$ cat src/rtl/led_flash_ctrl.sv
// Switch-to-LED controller: per-channel sync + debounce, mode-selected LED drive,
// and a free-running heartbeat/blink phase shared by the blink and chase modes.
module led_flash_ctrl #(
  parameter int unsigned N_CH            = 2,
  parameter int unsigned DEBOUNCE_CYCLES = 500000,
  parameter int unsigned BLINK_HALF      = 25000000
) (
  input  logic            CLK,
  input  logic            RESET,
  input  logic [N_CH-1:0] SWITCH,
  input  logic [1:0]      MODE,
  output logic [N_CH-1:0] LED,
  output logic            HEARTBEAT
);

  localparam int unsigned CNT_W = (DEBOUNCE_CYCLES > 1) ? $clog2(DEBOUNCE_CYCLES) : 1;
  localparam int unsigned PRE_W = $clog2(BLINK_HALF);
  localparam int unsigned POS_W = (N_CH > 1) ? $clog2(N_CH) : 1;

  localparam logic [CNT_W-1:0] CNT_LAST = CNT_W'(DEBOUNCE_CYCLES - 1);
  localparam logic [PRE_W-1:0] PRE_LAST = PRE_W'(BLINK_HALF - 1);
  localparam logic [POS_W-1:0] POS_LAST = POS_W'(N_CH - 1);

  typedef enum logic [1:0] {
    MODE_FOLLOW = 2'd0,
    MODE_INVERT = 2'd1,
    MODE_BLINK  = 2'd2,
    MODE_CHASE  = 2'd3
  } mode_e;

  logic [N_CH-1:0]  s1;
  logic [N_CH-1:0]  s2;
  logic [N_CH-1:0]  deb;
  logic [CNT_W-1:0] cnt [N_CH];
  logic [PRE_W-1:0] presc;
  logic [POS_W-1:0] pos;
  logic             phase;
  logic             wrap_c;
  logic [N_CH-1:0]  chase_c;
  logic [N_CH-1:0]  led_next_c;

  assign HEARTBEAT = phase;
  assign wrap_c    = (presc == PRE_LAST);
  assign chase_c   = N_CH'(1) << pos;

  // Two-flop synchroniser for the asynchronous switch levels.
  always_ff @(posedge CLK) begin
    if (RESET) begin
      s1 <= '0;
      s2 <= '0;
    end else begin
      s1 <= SWITCH;
      s2 <= s1;
    end
  end

  // Per-channel debouncer: accept a new level only after it holds for DEBOUNCE_CYCLES.
  always_ff @(posedge CLK) begin
    if (RESET) begin
      deb <= '0;
      for (int c = 0; c < int'(N_CH); c++) begin
        cnt[c] <= '0;
      end
    end else begin
      for (int c = 0; c < int'(N_CH); c++) begin
        if (s2[c] == deb[c]) begin
          cnt[c] <= '0;
        end else if (cnt[c] == CNT_LAST) begin
          deb[c] <= s2[c];
          cnt[c] <= '0;
        end else begin
          cnt[c] <= cnt[c] + CNT_W'(1);
        end
      end
    end
  end

  // Blink prescaler; phase and chase position step on each wrap, independent of mode.
  always_ff @(posedge CLK) begin
    if (RESET) begin
      presc <= '0;
      phase <= 1'b0;
      pos   <= '0;
    end else if (wrap_c) begin
      presc <= '0;
      phase <= ~phase;
      pos   <= (pos == POS_LAST) ? '0 : pos + POS_W'(1);
    end else begin
      presc <= presc + PRE_W'(1);
    end
  end

  // Mode decode of the next LED pattern from the current debounced state.
  always_comb begin
    led_next_c = deb;
    case (mode_e'(MODE))
      MODE_FOLLOW: led_next_c = deb;
      MODE_INVERT: led_next_c = ~deb;
      MODE_BLINK:  led_next_c = deb & {N_CH{phase}};
      MODE_CHASE:  led_next_c = chase_c & deb;
      default:     led_next_c = deb;
    endcase
  end

  // LED output register.
  always_ff @(posedge CLK) begin
    if (RESET) begin
      LED <= '0;
    end else begin
      LED <= led_next_c;
    end
  end

endmodule

$ cat config.mk
export PLATFORM = sky130hd
export DESIGN_NAME = led_flash_ctrl
export DESIGN_NICKNAME = d
export VERILOG_FILES = /design/src/rtl/led_flash_ctrl.sv
export SDC_FILE = /design/constraint.sdc
export NUM_CORES = 1
export LEC_CHECK = 0
export ABC_AREA = 1
export CORE_UTILIZATION = 65
export CTS_BUF_LIST = sky130_fd_sc_hd__clkbuf_4 sky130_fd_sc_hd__clkbuf_8
export DETAILED_ROUTE_END_ITERATION = 8
export PLACE_DENSITY = 0.83
export RECOVER_POWER = 25
export REMOVE_ABC_BUFFERS = 1
export SYNTH_ARGS = -nofsm -noshare
export SYNTH_HDL_FRONTEND = slang
export SYNTH_SLANG_ARGS = --single-unit
export TNS_END_PERCENT = 20
$ cat constraint.sdc
create_clock -name CLK -period 4.2 [get_ports CLK]
set_input_delay 0.84 -clock CLK [delete_from_list [all_inputs] [get_ports CLK]]
set_output_delay 0.84 -clock CLK [all_outputs]
set_load 0.02 [all_outputs]
==> run summary, run 1 <==
GRT Total Usage: 27.2%
TritonCTS clock tree: built
Worst Skew: 0.0123 ns
Crit path to: presc[12]$_SDFF_PP0_
Crit-path max FO: 25
Fraction of layout cells with a size suffix above 1: 5.38%
Wirelength per Cell: 12.0 um
Synth Register Bits: 73
Starting density of the core: 68.4%
GP Congestion: 0.969
DP HPWL: 6130 um
Vias in the first global route: 3,379
Maximum VDD drop: 0.000295 V
H-tree depth reported by CTS: 3
Period utilisation layout: 57.4%
Net count reported at finish: 617
Reg2Reg Depth: 8
I/O pin count: 9
CP Capture Type: flop
Post-CTS setup buffer count: 0
IO buf count: 8
CP Depth: 8
Setup CP Type: flop to flop
First-pass GRT wire length: 13,600 um
Die ar.: 6620 um^2
Grt ovf: 0
Die Wd: 81.4 um
Setup violations, final: 0
Initial antenna violation count: 0
Period minus WS final: 2.41 ns
Pwr dens: 321 nW/um^2
Mapped Cells: 557
Sum Neg Setup Slack: 0 ns
Least-Margin Pin Slew: 0.861 ns
Relative slew slack: 42.5%
Core Area: 5990 um^2
Synth unique cells: 32
Setup ws final: 1.79 ns
Worst Path Required: 4.40 ns
Max incr delay on CP: 0.65 ns
Status: finished, final reports clean
Chip height: 81.4 um
Worst R2R End: presc[12]$_SDFF_PP0_
MaxCap Viol Count: 0
Routed Antenna Nets: 0
Later-pin clock latency in the skew report: 0.34 ns
CTS Hold Bufs: 0
Worst R2R Setup Slack: 1.79 ns
Detailed Route Iter0 Violations: 195
Crit-path cells: ha_1, nand3_1, clkinvlp_2, nand2_2, nor2_1, nand2_2, nand2_1, nor2_1
Synth warn: 0
CP startpoint: presc[0]$_SDFF_PP0_
Commonest cells after routing, fill and taps aside: nand2_1, nor2_1, inv_1
HP Class: flop to flop
Leak pwr: 1.71 nW
Area grow syn2layout: 11.4%
Leading cell type in the layout, fill and taps excluded: nand2_1
Largest net degree at the start of global routing: 26
Root buffer cell: clkbuf_8
Slowest cell on the critical path: nand2_1
Via Count: 3,567
First-pass DRT Iterations: 5
Sequential area share after synthesis: 45.0%
DRC viols: 0
Synth Area per Inst: 7.35 um^2
Via/cell ratio: 5.18
Fmax: 415 MHz
Row cnt: 28
CTS Buffer Depth: 2
Final Hold Fails: 0
Slew Viols, Final: 0
RSZ-0062 raised after global routing: no
TritonCTS Buffers: 9
CP delay by family, top: simple AND/OR/NAND/NOR gates
Startpoint types: flop
Antenna diode instance count: 0
Buf+Inv Stages, Crit Path: 1
Reg-to-Reg Start: presc[0]$_SDFF_PP0_
Routed WL: 8260 um
Clock sinks: 73
Worst Path Arrival: 2.61 ns
Pre-CTS WS: 1.78 ns
Clock transition at the registers of the reported paths: 0.08 ns
Mapped Area: 4100 um^2
Cts repair resizes: 0
kinds of logic after synthesis:
family	after synthesis	share of synthesized area (%)
and+or+nand+nor	353	37.0
AOI/OAI and AO/OA	33	4.25
other	1	0.0915
buffers and inverters	66	6.75
adders and majority gates	3	0.916
xor gates and xnor gates	28	5.99
DFF	73	45.0
worst min-delay path by stage:
stage                     start                to  slack (ns)  cells after the start
2_1_floorplan  s1[0]$_SDFF_PP0_  s2[0]$_SDFF_PP0_        0.39                      2
3_3_place_gp   s1[1]$_SDFF_PP0_  s2[1]$_SDFF_PP0_        0.40                      2
3_5_place_dp   s1[1]$_SDFF_PP0_  s2[1]$_SDFF_PP0_        0.41                      2
4_1_cts        s1[1]$_SDFF_PP0_  s2[1]$_SDFF_PP0_        0.42                      2
5_1_grt        s1[1]$_SDFF_PP0_  s2[1]$_SDFF_PP0_        0.43                      2
6_report       s1[1]$_SDFF_PP0_  s2[1]$_SDFF_PP0_        0.41                      2
cells in the mapped netlist:
cell type / instances / area [um^2]
nor2_1: 129 / 484
edfxtp_1: 38 / 1140
nor2_2: 3 / 18.8
o21ai_2: 1 / 8.76
o21ai_0: 5 / 25.0
o21bai_1: 1 / 7.51
buf_6: 3 / 33.8
xor2_1: 19 / 166
nand2_2: 3 / 18.8
or2_2: 4 / 25.0
nand3_1: 29 / 145
or2_0: 2 / 12.5
inv_1: 59 / 221
nor2_4: 5 / 56.3
clkinv_2: 1 / 5.00
a21boi_0: 1 / 7.51
buf_2: 1 / 5.00
buf_4: 1 / 7.51
nand2_4: 1 / 11.3
dfxtp_1: 35 / 701
ha_1: 3 / 37.5
inv_2: 1 / 3.75
conb_1: 1 / 3.75
nand4_1: 10 / 62.6
nand3b_1: 9 / 67.6
nor3_1: 6 / 30.0
nor3_2: 1 / 10.0
xnor2_1: 9 / 78.8
and2_1: 1 / 6.26
a21oi_1: 25 / 125
nand2_1: 149 / 559
nand3_2: 1 / 10.0
flip-flops by register name, summed over array words and instances (netlist names):
signal	cells
s2	2
deb	2
pos	1
cnt	38
HEARTBEAT	1
presc	25
s1	2
LED	2
worst min-delay path: cells and delay by family, from the launching register on:
| kind | cells | cell delay (ns) |
|---|---|---|
| buffers and inverters | 1 | 0.04 |
| DFF | 1 | 0.31 |
| and+or+nand+nor | 1 | 0.03 |
layout make-up:
| class | instances | area, um^2 |
|---|---|---|
| multi-input cells | 455 | 2100 |
| flip-flops and latches | 73 | 1840 |
| fillers | 474 | 1430 |
| inverters | 61 | 230 |
| clock buffers | 13 | 154 |
| well taps | 75 | 93.8 |
| repair buffers | 8 | 80.1 |
| clock inverters | 3 | 65.1 |
routing by layer:
| metal | GRT usage (%) | up-vias | wire, um | part of all wire (%) |
|---|---|---|---|---|
| met2 | 47.4 | 116 | 4050 | 49 |
| li1 | - | 1828 | - | - |
| met5 | 0 | - | 0 | 0 |
| met1 | 30.8 | 1600 | 3510 | 43 |
| met3 | 7.19 | 23 | 513 | 6.2 |
| met4 | 12.9 | 0 | 181 | 2.2 |
power breakdown:
part           switching, mW  leakage [nW]  total [mW]  internal, mW
Clock                  0.246         0.115       0.606         0.361
Combinational         0.0427         0.919      0.0655        0.0229
Sequential            0.0207         0.676       0.791         0.770
Total                  0.309          1.71        1.46          1.15
stage by stage:
stage	area (um^2)	hold slack [ns]	util [%]	total power, mW	instances
final	4560	0.413	76.1	1.46	688
after global routing	4560	0.430	76.1	1.51	688
after CTS	4580	0.415	76.5	1.47	688
after detailed placement	4360	0.406	72.8	0.870	672
after global placement	4360	0.399	72.8	0.867	672
after floorplan	4190	0.388	-	0.848	589
(Power assumes the default switching activity.)
==> run 2: changes to the inputs <==
- CORE_UTILIZATION: 65 -> 58
- PLACE_DENSITY: 0.83 -> 0.78
- clock period: 4.2 -> 2.1 ns (I/O delays scaled with it)
==> run summary, run 2 (synthesized netlist as in run 1, its figures left out) <==
H-tree depth reported by CTS: 3
Die ar.: 7400 um^2
TritonCTS Buffers: 9
First-pass GRT wire length: 13,600 um
Fmax: 554 MHz
Detailed Route Iter0 Violations: 183
Startpoint types: flop
DP HPWL: 6010 um
CP startpoint: HEARTBEAT$_SDFFE_PP0P_
GP Congestion: 0.863
Setup CP Type: flop to output port
Status: finished, final reports clean
Clock transition at the registers of the reported paths: 0.08 ns
Antenna diode instance count: 0
CP Capture Type: output port
TritonCTS clock tree: built
Worst R2R Setup Slack: 0.36 ns
IO buf count: 8
Grt ovf: 0
Leading cell type in the layout, fill and taps excluded: nand2_1
Starting density of the core: 60.3%
CP Depth: 1
Worst Path Arrival: 1.38 ns
CTS Buffer Depth: 2
Period utilisation layout: 85.9%
Regs by FF count: cnt x38, presc x25
Max incr delay on CP: 0.65 ns
Net count reported at finish: 622
Fillers: 582
Worst Skew: 0.0137 ns
Crit path to: HEARTBEAT
Later-pin clock latency in the skew report: 0.35 ns
Chip height: 86.0 um
Largest net degree at the start of global routing: 26
Slowest cell on the critical path: clkdlybuf4s50_1
Sum Neg Setup Slack: 0 ns
PnR Total Power: 2.98 mW
Row cnt: 30
Pwr dens: 642 nW/um^2
Crit-path max FO: 4
Core Area: 6790 um^2
Area grow syn2layout: 13.3%
Worst R2R End: cnt[1][17]$_SDFFCE_PN0P_
Wirelength per Cell: 11.1 um
Vias in the first global route: 3,214
Commonest cells after routing, fill and taps aside: nand2_1, nor2_1, inv_1
Setup violations, final: 0
First-pass DRT Iterations: 4
Via Count: 3,490
MaxCap Viol Count: 0
DRC viols: 0
Post-CTS setup buffer count: 0
Period minus WS final: 1.80 ns
Worst Path Required: 1.68 ns
Fraction of layout cells with a size suffix above 1: 5.99%
Reg-to-Reg Start: cnt[1][1]$_SDFFCE_PN0P_
Buf+Inv Stages, Crit Path: 1
Maximum VDD drop: 0.000462 V
RSZ-0062 raised after global routing: no
Crit-path cells: clkdlybuf4s50_1
Cts repair resizes: 0
HP Class: flop to flop
Root buffer cell: clkbuf_8
Reg2Reg Depth: 7
Initial antenna violation count: 0
Clock sinks: 73
Routed Antenna Nets: 0
GRT Total Usage: 23.5%
Die Wd: 86.0 um
Largest register by flop count: cnt
Leak pwr: 1.74 nW
CP delay by family, top: buffers and inverters
Max FFs per register: 38
Final Hold Fails: 0
Via/cell ratio: 4.89
CTS Hold Bufs: 0
Slew Viols, Final: 0
Routed WL: 7890 um
I/O pin count: 9
==> run 2: changes by cell type in the layout (fill, tap and decap cells not counted), sizes merged <==
cell and change:
buf +3, clkdlybuf4s50 -1, clkinvlp -1, dlygate4sd3 +1
clkbuf +2, clkinv +1
==> run 2: layout make-up <==
type                    instances  area, um^2  area share (%)
flip-flops and latches         73        1840            39.7
clock buffers                  13         166            3.58
well taps                      96         120            2.59
multi-input cells             455        2110            45.4
inverters                      61         230            4.96
repair buffers                 13         110            2.37
clock inverters                 3        63.8            1.37
==> run 2: power breakdown <==
part | internal (mW) | switching [mW] | leakage, nW
registers | 1.54 | 0.0403 | 0.676
logic | 0.0486 | 0.0826 | 0.942
clock network | 0.758 | 0.513 | 0.118
total | 2.35 | 0.636 | 1.74
==> run 2: metrics by stage <==
stage | setup slack, ns | instances | hold WS, ns | cell area [um^2] | utilization, %
3_3_place_gp | 0.342 | 698 | 0.397 | 4430 | 65.2
2_1_floorplan | 0.486 | 589 | 0.388 | 4190 | -
4_1_cts | 0.265 | 714 | 0.403 | 4660 | 68.5
3_5_place_dp | 0.292 | 698 | 0.405 | 4430 | 65.2
5_1_grt | 0.176 | 714 | 0.412 | 4640 | 68.3
6_report | 0.295 | 714 | 0.397 | 4640 | 68.3
==> run 2: routing by layer <==
| metal | GRT usage (%) | vias up | routed length [um] | part of all wire (%) |
|---|---|---|---|---|
| li1 | - | 1838 | - | - |
| met1 | 28.8 | 1565 | 3730 | 47 |
| met2 | 40.9 | 70 | 3760 | 48 |
| met3 | 4.14 | 17 | 263 | 3.3 |
| met4 | 9.24 | 0 | 140 | 1.8 |
| met5 | 0 | - | 0 | 0 |
==> run 2: worst min path at each step <==
stage                       end  slack, ns             start  cells past startpoint
4_1_cts        s2[0]$_SDFF_PP0_       0.40  s1[0]$_SDFF_PP0_                      2
6_report       s2[0]$_SDFF_PP0_       0.40  s1[0]$_SDFF_PP0_                      2
5_1_grt        s2[0]$_SDFF_PP0_       0.41  s1[0]$_SDFF_PP0_                      2
3_5_place_dp   s2[0]$_SDFF_PP0_       0.40  s1[0]$_SDFF_PP0_                      2
3_3_place_gp   s2[0]$_SDFF_PP0_       0.40  s1[0]$_SDFF_PP0_                      2
2_1_floorplan  s2[0]$_SDFF_PP0_       0.39  s1[0]$_SDFF_PP0_                      2
==> run 3: changes to the inputs <==
- ABC_AREA: 1 -> default
- CORE_MARGIN: default -> 1.5
- CORE_UTILIZATION: 58 -> 49
- PLACE_DENSITY: 0.78 -> 0.68
==> run summary, run 3 <==
H-tree depth reported by CTS: 3
Post-synth ARST share: 0%
TritonCTS Buffers: 9
Worst Skew: 0.00990 ns
Sequential fraction of design power: 56.3%
Die Wd: 88.6 um
Crit-path max FO: 7
Final Hold Fails: 0
Slew Viols, Final: 0
Fin cells: 538
Clock power share: 39.1%
First-pass DRT Iterations: 4
Grt ovf: 0
Maximum VDD drop: 0.000536 V
CP Capture Type: flop
DP Cell Count: 522
Mapped Area: 3590 um^2
P_sw: 0.650 mW
Commonest cells after routing, fill and taps aside: nor2_1, edfxtp_1, conb_1
Row cnt: 31
HP Class: flop to flop
Net count reported at finish: 443
Largest register by flop count: cnt
Synth warn: 0
Wirelength per Cell: 12.5 um
Synth Area in Simple Gates: 26.1%
Clock sinks: 73
Status: finished, final reports clean
Routed Antenna Nets: 0
Antenna diode instance count: 0
Startpoint types: flop
RSZ-0062 raised after global routing: yes
Synth Area in Adders: 1.05%
Primary FF master, synth: edfxtp_1
Largest family of logic cells by synthesized area: simple AND/OR/NAND/NOR gates
PnR Total Power: 2.80 mW
Max FFs per register: 38
Routed WL: 6720 um
Via Count: 2,807
Later-pin clock latency in the skew report: 0.35 ns
I/O pin count: 9
Number of synthesized flops with an enable pin: 38
Fmax: 480 MHz
CTS Buffer Depth: 2
Worst Path Required: 2.20 ns
MaxCap Viol Count: 0
DRC viols: 0
Reg2Reg Depth: 5
Root buffer cell: clkbuf_8
Vias in the first global route: 2,542
Regs by FF count: cnt x38, presc x25
Setup violations, final: 0
Int Pwr: 2.15 mW
Fraction of layout cells with a size suffix above 1: 10.3%
Largest net degree at the start of global routing: 25
CTS Hold Bufs: 0
Largest area contributor in the netlist: edfxtp_1
Synth top area share: 31.8%
Comb power frac: 4.6%
Synth Register Bits: 73
Synth Area per Inst: 9.80 um^2
Initial antenna violation count: 0
Switching portion of total power: 23.2%
Compound-Gate Fraction of Synth Area: 9.49%
Die ar.: 7840 um^2
Hold depth: 1
Via/cell ratio: 5.22
Post-synthesis mux area share: 0%
Pwr dens: 656 nW/um^2
Ranking of synthesized cells by area: edfxtp_1, dfxtp_1, xnor2_1
TritonCTS clock tree: built
Synth Area in XOR/XNOR: 9.28%
Final Cell Area: 4270 um^2
Setup CP Type: flop to flop
Period utilisation layout: 99.3%
Post-CTS setup buffer count: 0
DP HPWL: 4770 um
Detailed Route Iter0 Violations: 133
Chip height: 88.6 um
Starting density of the core: 50.0%
Mapped Cells: 366
GP Congestion: 0.791
Synth unique cells: 39
Sequential area share after synthesis: 51.3%
Leading cell type in the layout, fill and taps excluded: nor2_1
First-pass GRT wire length: 11,300 um
Post-place instance area: 4060 um^2
IO buf count: 8
GRT Total Usage: 18.9%
Sum Neg Setup Slack: 0 ns
Synth cell count leaders: nor2_1, edfxtp_1, dfxtp_1
Period minus WS final: 2.08 ns
Clock transition at the registers of the reported paths: 0.08 ns
Area grow syn2layout: 18.9%
Leak pwr: 1.44 nW
Worst Path Arrival: 2.19 ns
Core Area: 7180 um^2
Top-count cell post-synth: nor2_1
-- run 3: cell count changes after synthesis, sizes merged, moves of 12 or more --
cell | previous run | this run
nand2 | 153 | 20
nor2 | 137 | 48
nand3 | 30 | 18
o21ai | 6 | 18
or3 | 0 | 18
inv | 60 | 13
xnor2 | 9 | 21
or4 | 0 | 15
-- run 3: power groups by stage --
| stage | Sequential (mW) | Combinational, mW | Clock [mW] |
|---|---|---|---|
| final | 1.57 | 0.130 | 1.09 |
| after floorplan | 1.60 | 0.0720 | 0 |
| after global placement | 1.61 | 0.127 | 0 |
| after global routing | 1.58 | 0.147 | 1.19 |
| after CTS | 1.57 | 0.129 | 1.12 |
| after detailed placement | 1.61 | 0.128 | 0 |
-- run 3: logic make-up (layout without fill, tap and decap cells) --
kind of cell             count (synthesis)  after routing
AND/OR/NAND/NOR                        171            171
other                                    1             38
flip-flops                              73             73
XOR/XNOR                                38             38
buffers and inverters                   22             58
AO/OA/AOI/OAI                           58             58
adder cells (fa/ha/maj)                  3              3
-- run 3: worst paths after layout --
path,startpoint,end,slack [ns]
hold reg to reg,s1[0]$_SDFF_PP0_,s2[0]$_SDFF_PP0_,0.44
setup reg to reg,cnt[1][10]$_SDFFCE_PN0P_,cnt[1][3]$_SDFFCE_PN0P_,0.02
hold / removal,s1[0]$_SDFF_PP0_,s2[0]$_SDFF_PP0_,0.44
setup / recovery,cnt[1][10]$_SDFFCE_PN0P_,cnt[1][3]$_SDFFCE_PN0P_,0.02
-- run 3: worst max-delay path: stages, from the launching register on --
cell and delay, ns:
edfxtp_1 0.38, or4b_1 0.52, or4_4 0.56, o21bai_4 0.15
buf_4 0.17, nor2_1 0.05
-- run 3: final cells by class --
cell class,count,area [um^2]
Fill cell,635,2910
Sequential cell,73,1840
Multi-Input combinational cell,308,1810
Timing Repair Buffer,29,250
Clock buffer,9,124
Tap cell,99,124
Clock inverter,7,67.6
Inverter,13,48.8
-- run 3: what timing repair did --
item | in CTS | in global routing
endpoints found under the setup margin | 10 | 19
gates resized for setup | 1 | 4
pin swaps | 0 | 0
-- run 3: per-stage QoR --
stage	hold WS, ns	setup slack, ns	utilization [%]
2_1_floorplan	0.414	-0.127	-
3_3_place_gp	0.423	-0.00186	56.5
3_5_place_dp	0.429	-0.0224	56.5
4_1_cts	0.447	0.000996	59.2
5_1_grt	0.472	-0.0506	59.4
6_report	0.440	0.0151	59.4
-- run 3: metal layers --
layer	vias up	share of wire (%)	GRT usage [%]
met5	-	0	0
met4	0	2.1	9.23
met3	16	2.5	3.45
met2	35	46	30.7
met1	1309	49	24.4
li1	1447	-	-
